<file path="src/rtl/counter_sweep_ctrl.sv">
// Sweeps an attached parallel-load up/down counter across [lo, hi] in up-wrap,
// down-wrap or ping-pong mode for a programmed number of passes.
module counter_sweep_ctrl #(
  parameter int N = 8,
  parameter int P = 8
) (
  input  logic         clk,
  input  logic         rst_n,
  input  logic         start,
  input  logic         stop,
  input  logic [N-1:0] lo,
  input  logic [N-1:0] hi,
  input  logic [1:0]   mode,
  input  logic [P-1:0] passes,
  input  logic [N-1:0] cnt_in,
  output logic         load,
  output logic         En,
  output logic         D,
  output logic [N-1:0] value,
  output logic         busy,
  output logic         done,
  output logic         err
);

  typedef enum logic [1:0] {S_IDLE, S_PRELOAD, S_RUN} state_t;

  localparam logic [1:0] MD_UP   = 2'b00;
  localparam logic [1:0] MD_DOWN = 2'b01;
  localparam logic [1:0] MD_RSV  = 2'b11;

  state_t       r_state, w_next;
  logic [N-1:0] r_lo, r_hi;
  logic [1:0]   r_mode;
  logic [P-1:0] r_passes, r_pcnt;
  logic         r_dir, r_done, r_err;

  logic [N-1:0] w_end;
  logic [P-1:0] w_pinc;
  logic         w_hit, w_last, w_bad, w_accept, w_pass;

  assign w_end    = r_dir ? r_lo : r_hi;
  assign w_hit    = (cnt_in == w_end);
  assign w_pinc   = r_pcnt + 1'b1;
  assign w_last   = (r_passes != '0) && (w_pinc == r_passes);
  assign w_bad    = (lo > hi) || (mode == MD_RSV);
  assign w_accept = (r_state == S_IDLE) && start && !w_bad;
  // a pass is only counted when stop does not pre-empt the bound action
  assign w_pass   = (r_state == S_RUN) && !stop && w_hit;

  always_ff @(posedge clk or negedge rst_n) begin
    if (!rst_n) r_state <= S_IDLE;
    else        r_state <= w_next;
  end

  always_comb begin
    w_next = r_state;
    case (r_state)
      S_IDLE:    if (w_accept) w_next = S_PRELOAD;
      S_PRELOAD: w_next = stop ? S_IDLE : S_RUN;
      S_RUN:     if (stop || (w_hit && w_last)) w_next = S_IDLE;
      default:   w_next = S_IDLE;
    endcase
  end

  always_comb begin
    load  = 1'b0;
    En    = 1'b0;
    D     = 1'b0;
    value = '0;
    case (r_state)
      S_PRELOAD: if (!stop) begin
        load  = 1'b1;
        En    = 1'b1;
        D     = r_dir;
        value = (r_mode == MD_DOWN) ? r_hi : r_lo;
      end
      S_RUN: if (!stop) begin
        En = 1'b1;
        D  = r_dir;
        if (w_hit) begin
          if (w_last) En = 1'b0;
          else begin
            case (r_mode)
              MD_UP:   begin load = 1'b1; value = r_lo; end
              MD_DOWN: begin load = 1'b1; value = r_hi; end
              default: begin
                D = ~r_dir;
                // one-value window: reload instead of stepping out of it
                if (r_lo == r_hi) begin load = 1'b1; value = r_lo; end
              end
            endcase
          end
        end
      end
      default: ;
    endcase
  end

  assign busy = (r_state != S_IDLE);
  assign done = r_done;
  assign err  = r_err;

  always_ff @(posedge clk or negedge rst_n) begin
    if (!rst_n) begin
      r_lo     <= '0;
      r_hi     <= '0;
      r_mode   <= '0;
      r_passes <= '0;
      r_pcnt   <= '0;
      r_dir    <= 1'b0;
      r_done   <= 1'b0;
      r_err    <= 1'b0;
    end else begin
      r_err  <= (r_state == S_IDLE) && start && w_bad;
      r_done <= w_pass && w_last;
      if (w_accept) begin
        r_lo     <= lo;
        r_hi     <= hi;
        r_mode   <= mode;
        r_passes <= passes;
        r_pcnt   <= '0;
        r_dir    <= (mode == MD_DOWN);
      end else if (w_pass) begin
        r_pcnt <= w_pinc;
        if (r_mode != MD_UP && r_mode != MD_DOWN) r_dir <= ~r_dir;
      end
    end
  end

endmodule
</file>
<file path="config.mk">
export PLATFORM = sky130hd
export DESIGN_NAME = counter_sweep_ctrl
export DESIGN_NICKNAME = d
export VERILOG_FILES = /design/src/rtl/counter_sweep_ctrl.sv
export SDC_FILE = /design/constraint.sdc
export NUM_CORES = 1
export LEC_CHECK = 0
export BUFFER_PORTS_ARGS = -buffer_cell sky130_fd_sc_hd__buf_2
export CORE_ASPECT_RATIO = 1.5
export CORE_MARGIN = 3
export CORE_UTILIZATION = 45
export DETAILED_ROUTE_END_ITERATION = 7
export HOLD_SLACK_MARGIN = 0.1
export MAX_ROUTING_LAYER = met4
export PLACE_DENSITY = 0.72
export SYNTH_ARGS = -nofsm -noshare
export SYNTH_HDL_FRONTEND = slang
export SYNTH_SLANG_ARGS = --single-unit
</file>
<file path="constraint.sdc">
create_clock -name clk -period 5.7 [get_ports clk]
set_input_delay 1.14 -clock clk [delete_from_list [all_inputs] [get_ports clk]]
set_output_delay 1.14 -clock clk [all_outputs]
set_load 0.005 [all_outputs]
</file>
# Word-level counts from Yosys, hierarchy flattened
# Cells that the tools add are included.
[classes] n_lt_le_gt_ge=1 n_addsub=1 n_reduce_logical=23 n_mux=35 n_bitwise=1 n_eq_ne=11
[ops] cell="2-to-1 mux 8 bit" n=9
[ops] cell="case mux 8 bit (2 select lines)" n=2
[ops] cell="== test 8 bit" n=3
[ops] cell="2-to-1 mux 1 bit" n=17
[ops] cell="logical AND 1 bit" n=9
[ops] cell="adder 8 x 1 -> 8 bit, second input constant" n=1
[ops] cell="greater-than comparator 8 bit" n=1
[ops] cell="nonzero test 2 bit" n=4
[ops] cell="nonzero test 8 bit" n=1
[ops] cell="== test 2 x 1 -> 1 bit, second input constant" n=3
[ops] cell="2-to-1 mux 2 bit" n=3
[ops] cell="case mux 1 bit (2 select lines)" n=3
[ops] cell="case mux 2 bit (3 select lines)" n=1
[ops] cell="== test 2 bit, second input constant" n=2
[ops] cell="logical NOT 2 bit" n=2
[ops] cell="!= test 2 x 1 -> 1 bit, second input constant" n=2
[ops] cell="AND reduction 2 bit" n=2
[ops] cell="logical NOT 1 bit" n=2
[ops] cell="logical OR 1 bit" n=2
[ops] cell="!= test 2 bit, second input constant" n=1
[ops] cell="OR reduction 2 bit" n=1
[ops] cell="NOT 1 bit" n=1
[word_totals] regBits=39 out_inout_bits=14

# Depth between registers and ports, before layout
# Gate-level depths: netlist (run 1).
[depth] word_depth=7 mapped_depth=10

# Least setup slack after synthesis (run 1)
# Ideal clock, no wire load.
[synth_timing] path_kind="input to output" startpoint="input port cnt_in[7]" endpoint="output port value[0]" arrival_time_ns=2.247 setup_slack_ns=2.313 cell_stages=6 t_required_ns=4.560 cell_sequence="xnor2_1 > nor4_1 > and2_2 > buf_2 > o2111ai_4 > a21oi_1"
[synth_between] elab_chain_cells=4
[synth_rtl] element="from (decl)" line_no="15" source="input logic [N-1:0] cnt_in,"
[synth_rtl] element="== test 8 bit" line_no="42" source="assign w_hit = (cnt_in == w_end);"
[synth_rtl] element="2-to-1 mux 8 bit" line_no="80" source="if (w_hit) begin"
[synth_rtl] element="2-to-1 mux 8 bit" line_no="77" source="S_RUN: if (!stop) begin"
[synth_rtl] element="case mux 8 bit (2 select lines)" line_no="70" source="case (r_state)"
[synth_rtl] element="to (decl)" line_no="19" source="output logic [N-1:0] value,"
# No other way between the ends.

# Worst setup path in the final report (run 1)
[layout_timing] startpoint="register r_dir" endpoint="output port value[3]"
[layout_between] elab_chain_cells=5
[layout_rtl] element="from (decl)" line_no="35" source="logic r_dir, r_done, r_err;"
[layout_rtl] element="from (signal assigned)" line_no="122" source="r_dir <= (mode == MD_DOWN);"
[layout_rtl] element="from (signal assigned)" line_no="125" source="if (r_mode != MD_UP && r_mode != MD_DOWN) r_dir <= ~r_dir;"
[layout_rtl] element="2-to-1 mux 8 bit" line_no="41" source="assign w_end = r_dir ? r_lo : r_hi;"
[layout_rtl] element="== test 8 bit" line_no="42"
[layout_rtl] element="2-to-1 mux 8 bit" line_no="80"
[layout_rtl] element="2-to-1 mux 8 bit" line_no="77"
[layout_rtl] element="case mux 8 bit (2 select lines)" line_no="70"
# No other way between the ends.

==> results of run 1 <==
-- routing by layer --
layer  vias to the layer above  track usage (%)  routed length, um
met5                         -                -                  0
met1                      1143             20.8               2470
met4                         0             10.1                253
met3                        15             2.69                237
met2                        62             39.0               3740
li1                       1176                -                  -
-- cells in the final DEF (no fill, tap or decap), types with 3 or more instances in the layout --
master	count
sky130_fd_sc_hd__xor2_1	10
sky130_fd_sc_hd__inv_1	13
sky130_fd_sc_hd__xnor2_1	24
sky130_fd_sc_hd__o21ai_0	13
sky130_fd_sc_hd__buf_2	51
sky130_fd_sc_hd__nand3_1	9
sky130_fd_sc_hd__nand2_1	84
sky130_fd_sc_hd__mux2i_1	10
sky130_fd_sc_hd__nor2b_1	4
sky130_fd_sc_hd__and3_1	3
sky130_fd_sc_hd__a21oi_1	15
sky130_fd_sc_hd__nand4_1	11
sky130_fd_sc_hd__clkbuf_8	5
sky130_fd_sc_hd__nor2_1	14
sky130_fd_sc_hd__mux2_2	9
sky130_fd_sc_hd__ha_1	12
sky130_fd_sc_hd__buf_4	3
sky130_fd_sc_hd__dfrtp_1	39
sky130_fd_sc_hd__nor3_1	5
-- synthesized netlist by cell type (2+ instances only) --
library cell,count
sky130_fd_sc_hd__nand4_1,11
sky130_fd_sc_hd__and2_1,2
sky130_fd_sc_hd__o2111ai_1,2
sky130_fd_sc_hd__o211a_1,2
sky130_fd_sc_hd__nand3_1,9
sky130_fd_sc_hd__buf_4,2
sky130_fd_sc_hd__nor2_1,14
sky130_fd_sc_hd__mux2i_1,10
sky130_fd_sc_hd__and3_1,3
sky130_fd_sc_hd__xor2_1,10
sky130_fd_sc_hd__nor4_1,2
sky130_fd_sc_hd__nor2b_1,4
sky130_fd_sc_hd__o21ai_0,13
sky130_fd_sc_hd__ha_1,12
sky130_fd_sc_hd__inv_1,13
sky130_fd_sc_hd__dfrtp_1,39
sky130_fd_sc_hd__o211ai_1,2
sky130_fd_sc_hd__mux2_2,9
sky130_fd_sc_hd__nand2_1,84
sky130_fd_sc_hd__clkbuf_1,11
sky130_fd_sc_hd__xnor2_1,24
sky130_fd_sc_hd__a21oi_1,15
sky130_fd_sc_hd__nor3_1,5
-- critical path, cell delays in order, from the launching register on --
cell and delay [ps]:
sky130_fd_sc_hd__dfrtp_1 740, sky130_fd_sc_hd__mux2i_1 360, sky130_fd_sc_hd__xnor2_1 110, sky130_fd_sc_hd__nor4_2 840, sky130_fd_sc_hd__and2_2 370, sky130_fd_sc_hd__o2111ai_4 220, sky130_fd_sc_hd__a21oi_1 200, sky130_fd_sc_hd__buf_2 130
-- cell families (layout without fill, tap and decap cells) --
group | count (synthesis) | after routing | share of synthesized area [%]
xor+xnor | 34 | 34 | 11.0
mux | 19 | 19 | 7.42
simple gates | 142 | 142 | 23.7
fa+ha+maj | 12 | 12 | 5.53
buf+inv | 29 | 75 | 4.66
compound gates | 46 | 46 | 11.8
flops | 39 | 39 | 36.0
-- how the worst min path moves through the flow --
| stage | startpoint | to | cells past startpoint |
|---|---|---|---|
| 6_report | r_mode[0] | r_mode[0] | 2 |
| 3_3_place_gp | r_mode[0] | r_mode[0] | 2 |
| 5_1_grt | r_mode[0] | r_mode[0] | 2 |
| 2_1_floorplan | r_mode[0] | r_mode[0] | 2 |
| 3_5_place_dp | r_mode[0] | r_mode[0] | 2 |
| 4_1_cts | r_mode[0] | r_mode[0] | 2 |
-- state kept, by name, indices dropped and copies added (netlist names) --
name / cells
done: 1
err: 1
r_dir: 1
r_hi: 8
r_lo: 8
r_mode: 2
r_passes: 8
r_pcnt: 8
r_state: 2
-- power by group through the flow --
stage	clock network (mW)	registers (mW)	logic (mW)
2_1_floorplan	0	0.463	0.492
3_3_place_gp	0	0.511	0.591
3_5_place_dp	0	0.514	0.607
4_1_cts	0.285	0.510	0.612
5_1_grt	0.294	0.527	0.680
6_report	0.280	0.511	0.607
-- layout make-up --
type | count | area [um2] | area share (%)
Timing Repair Buffer | 54 | 278 | 8.84
Sequential cell | 39 | 976 | 31.1
Inverter | 13 | 48.8 | 1.55
Tap cell | 72 | 90.1 | 2.87
Clock inverter | 3 | 67.6 | 2.15
Clock buffer | 5 | 68.8 | 2.19
Multi-Input combinational cell | 253 | 1610 | 51.3
==> run summary, run 1 <==
• **vias in the first global route** 2,410
• **number of nets in the synthesized netlist** 371
• **cts bufs inserted** 5
• **number of setup violations in the final report** 0
• **CTS max path bufs** 2
• **crit path to** value[3]
• **distinct cell type count after synthesis** 46
• **synthesis-to-finish area growth** 15.7%
• **number of cell instances on the worst register-to-register path** 6
• **top cells by area, synth** sky130_fd_sc_hd__dfrtp_1 36%, sky130_fd_sc_hd__nand2_1 12%, sky130_fd_sc_hd__xnor2_1 7.7%
• **detailed-route wire length per cell** 15.3 um
• **core area** 5830 um2
• **clk slew on worst S/H paths** 90 ps
• **class of the tightest hold or removal check** reg -> reg
• **type of element capturing the critical path** primary output
• **TritonCTS clock tree** yes
• **Crit path arrival time** 3280 ps
• **CP Class** reg -> out
• **number of vias per cell** 5.46
• **Final Hold Viols** 0
• **TritonCTS sink count** 39
• **total length of routed wires** 6.70 mm
• **area fraction of the dominant cell type after synthesis** 36.0%
• **Max-Cap Viols** 0
• **FP Rows** 34
• **placed cells** 431
• **gp weighted congestion** 0.849
• **layout cells sized above 1** 21.8%
• **placed cell areas** 3000 um2
• **Post-Synthesis Mean Instance Area** 8.45 um2
• **VDD IR max** 240 uV
• **Top FF cell, synth** sky130_fd_sc_hd__dfrtp_1
• **Post-Place Setup Slack** 1440 ps
• **Internal Pwr Total** 0.829 mW
• **final design instance area without fill** 3140 um2
• **minimum clock period** 4420 ps
• **Remaining DRCs** 0
• **insertion delay to the later sink of the worst-skew pair** 300 ps
• **cell area after synthesis** 2710 um2
• **origin of the critical flop-to-flop path** r_dir
• **worst hold-check slack** 518 ps
• **DIE WIDTH** 69.4 um
• **number of inserted filler cells in the final layout** 534
• **startpoint of the worst setup timing path** r_dir
• **leakage power** 1.52 nW
• **global-route wire length before repair** 11.3 mm
• **post-detailed-route count of antenna-violating nets** 0
• **total power after layout** 1.40 mW
• **largest net degree at the start of global routing** 40
• **count of state elements after synthesis** 39
• **unrepaired setup endpoints after global routing** false
• **Combinational Power Share** 43.4%
• **status** completed
• **total die area** 7020 um2
• **CP Max Fanout** 12
• **cell type with the highest aggregate area in the netlist** sky130_fd_sc_hd__dfrtp_1
• **Period Utilization, post-route** 77.5%
• **Synth Warn #** 0
• **final cell count without fillers** 439
• **achievable frequency** 226 MHz
• **Reg2Reg Setup Slack** 2850 ps
• **height of the die** 101 um
• **clock share of power** 20.1%
• **power per cell area** 445 nW/um2
• **endpoint of the most critical register-to-register path** r_state[0]
• **crit path launch type** flip-flop
• **detailed router's first-iteration violation count** 62
• **post-cts repair resize count** 0
• **first-pass iteration count of the detailed router** 5
• **sequential area share after synthesis** 36.0%
• **# hold bufs at CTS** 0
• **number of post-CTS setup repair buffers** 0
• **initial standard-cell utilization of the core** 46.6%
• **vias after detailed routing** 2,396
• **overall fraction of global-route tracks in use** 20.7%
• **Switching Share** 40.7%
• **number of antenna violations at the first check in global routing** 0
• **P_sw** 0.569 mW
• **Layout Skew** 11.3 ps
• **share of the core filled with cells in the final layout** 53.9%
• **H-tree depth** 2
• **number of buffers inserted by port buffering** 51
• **final worst-path setup slack** 1280 ps
• **clk root buf** sky130_fd_sc_hd__clkbuf_8
• **max-slew violations** 0
• **n_diodes** 0
• **synthesized instance count** 321
• **sequential share of power** 36.5%
• **actual slew at the worst max-slew pin** 1010 ps
• **share of synthesized flip-flops with an asynchronous set or reset** 100%
• **I/O pin cnt** 52
• **required time of the critical path** 4560 ps
• **dpl hpwl** 4.99 mm
• **final layout net count** 416
• **sum of negative setup slack** 0 ps
• **residual overflow from global routing** 0
• **worst slew slack as a fraction of its limit** 32.2%
• **count of flip-flops with a built-in enable after synthesis** 0
(Power assumes the default switching activity.)
==> inputs of run 2 (changes only) <==
==> constraint.sdc (replaced) <==
create_clock -name clk -period 4.5 [get_ports clk]
set_input_delay 0.9 -clock clk [delete_from_list [all_inputs] [get_ports clk]]
set_output_delay 0.9 -clock clk [all_outputs]
set_load 0.005 [all_outputs]
==> run summary, run 2 (same netlist as run 1, synthesis figures left out) <==
• **commonest non-fill, non-tap cell in the layout** sky130_fd_sc_hd__nand2_1, unchanged
• **placed cells** 433, was 431
• **detailed-route wire length per cell** 15.0 um, was 15.3 um
• **Crit path arrival time** 2820 ps, was 3280 ps
• **unrepaired setup endpoints after global routing** false, unchanged
• **class of the tightest hold or removal check** reg -> reg, unchanged
• **number of vias per cell** 5.36, was 5.46
• **crit path launch type** flip-flop, unchanged
• **CTS max path bufs** 2, unchanged
• **largest net degree at the start of global routing** 40, unchanged
• **DIE WIDTH** 69.4 um, unchanged
• **clk root buf** sky130_fd_sc_hd__clkbuf_8, unchanged
• **post-detailed-route count of antenna-violating nets** 0, unchanged
• **leakage power** 1.51 nW, was 1.52 nW
• **vias after detailed routing** 2,365, was 2,396
• **VDD IR max** 263 uV, was 240 uV
• **CP Class** reg -> out, unchanged
• **sequence of cells on the critical path** mux2i_1, xnor2_1, nor4_1, buf_4, and2_2, o2111ai_4, a21oi_1, buf_2, was mux2i_1, xnor2_1, nor4_2, and2_2, o2111ai_4, a21oi_1, buf_2
• **# hold bufs at CTS** 0, unchanged
• **Final Hold Viols** 0, unchanged
• **n_diodes** 0, unchanged
• **vias in the first global route** 2,459, was 2,410
• **insertion delay to the later sink of the worst-skew pair** 290 ps, was 300 ps
• **Remaining DRCs** 0, unchanged
• **final worst-path setup slack** 777 ps, was 1280 ps
• **first-pass iteration count of the detailed router** 4, was 5
• **final cell count without fillers** 441, was 439
• **number of antenna violations at the first check in global routing** 0, unchanged
• **H-tree depth** 2, unchanged
• **cts bufs inserted** 5, unchanged
• **initial standard-cell utilization of the core** 46.6%, unchanged
• **overall fraction of global-route tracks in use** 20.3%, was 20.7%
• **residual overflow from global routing** 0, unchanged
• **number of post-CTS setup repair buffers** 0, unchanged
• **core area** 5830 um2, unchanged
• **Layout Skew** 2.66 ps, was 11.3 ps
• **sum of negative setup slack** 0 ps, unchanged
• **layout cells sized above 1** 22.2%, was 21.8%
• **Period Utilization, post-route** 82.7%
• **most frequent cells in the layout** 84 x sky130_fd_sc_hd__nand2_1, 51 x sky130_fd_sc_hd__buf_2, 39 x sky130_fd_sc_hd__dfrtp_1, 24 x sky130_fd_sc_hd__xnor2_1, 15 x sky130_fd_sc_hd__a21oi_1, unchanged
• **worst slew slack as a fraction of its limit** 39.0%, was 32.2%
• **share of the core filled with cells in the final layout** 53.2%, was 53.9%
• **TritonCTS sink count** 39, unchanged
• **minimum clock period** 3720 ps
• **height of the die** 101 um, unchanged
• **max-slew violations** 0, unchanged
• **FP Rows** 34, unchanged
• **largest incremental delay on the critical path** 690 ps, was 840 ps
• **total length of routed wires** 6.61 mm, was 6.70 mm
• **final layout net count** 418, was 416
• **Max-Cap Viols** 0, unchanged
• **achievable frequency** 269 MHz
• **detailed router's first-iteration violation count** 46, was 62
• **number of setup violations in the final report** 0, unchanged
• **number of buffers inserted by port buffering** 51, unchanged
• **type of element capturing the critical path** primary output, unchanged
• **post-cts repair resize count** 0, unchanged
• **synthesis-to-finish area growth** 14.3%, was 15.7%
• **worst hold-check slack** 477 ps, was 518 ps
• **power per cell area** 529 nW/um2, was 445 nW/um2
• **Post-Place Setup Slack** 1070 ps, was 1440 ps
• **number of inserted filler cells in the final layout** 536, was 534
• **Slowest-stage cell, CP** sky130_fd_sc_hd__dfrtp_1, was sky130_fd_sc_hd__nor4_2
• **required time of the critical path** 3600 ps, was 4560 ps
• **global-route wire length before repair** 11.2 mm, was 11.3 mm
• **I/O pin cnt** 52, unchanged
• **dpl hpwl** 5.07 mm, was 4.99 mm
• **total die area** 7020 um2, unchanged
• **TritonCTS clock tree** yes, unchanged
• **CP Max Fanout** 12, unchanged
• **clk slew on worst S/H paths** 70 ps, was 90 ps
• **gp weighted congestion** 0.920, was 0.849
• **status** completed, unchanged
• **actual slew at the worst max-slew pin** 915 ps, was 1010 ps
[run 2: path summary, 6_finish.rpt]
check | from | to | slack, ps | depth (start not counted)
min reg2reg | r_mode[0] | r_mode[0] | 480 | 2
max | r_dir | value[2] | 780 | 8
max in group asynchronous | rst_n | r_passes[5] | 3200 | 1
min in group asynchronous | rst_n | r_hi[3] | 740 | 1
min | r_mode[0] | r_mode[0] | 480 | 2
max reg2reg | r_dir | r_state[0] | 2110 | 7
[run 2: layer usage]
metal | track usage, % | part of all wire (%) | wire, um | vias to the layer above
li1 | - | - | - | 1184
met1 | 20.5 | 38 | 2500 | 1091
met2 | 37.8 | 54 | 3590 | 64
met3 | 2.79 | 3.5 | 231 | 26
met4 | 10.7 | 4.3 | 285 | 0
met5 | - | 0 | 0 | -
[run 2: layout make-up]
cell class                 count  area, um2  share of cell area [%]
clock buffer                   5       68.8                    2.22
clock inverter                 3       15.0                   0.484
inverter                      13       48.8                    1.57
multi-input combinational    253       1610                    51.9
sequential                    39        976                    31.5
tap                           72       90.1                    2.90
timing repair buffer          56        293                    9.44
[run 2: where the power goes]
| group | internal [mW] | switching [mW] | total, mW |
|---|---|---|---|
| Combinational | 0.359 | 0.408 | 0.767 |
| Clock | 0.106 | 0.123 | 0.229 |
| Sequential | 0.475 | 0.170 | 0.645 |
| Total | 0.941 | 0.701 | 1.64 |
[run 2: stage by stage]
| stage | total power, mW | cell area (um2) |
|---|---|---|
| floorplan | 1.21 | 2710 |
| global placement | 1.40 | 3020 |
| detailed placement | 1.42 | 3020 |
| CTS | 1.65 | 3100 |
| global route | 1.78 | 3100 |
| finish | 1.64 | 3100 |
[run 2: worst max-delay path: cells and delay by family (launching register included)]
family / cells / cell delay (ps)
compound gates: 2 / 470
xor+xnor: 1 / 90
buf+inv: 2 / 390
flops: 1 / 690
mux: 1 / 310
simple gates: 2 / 570
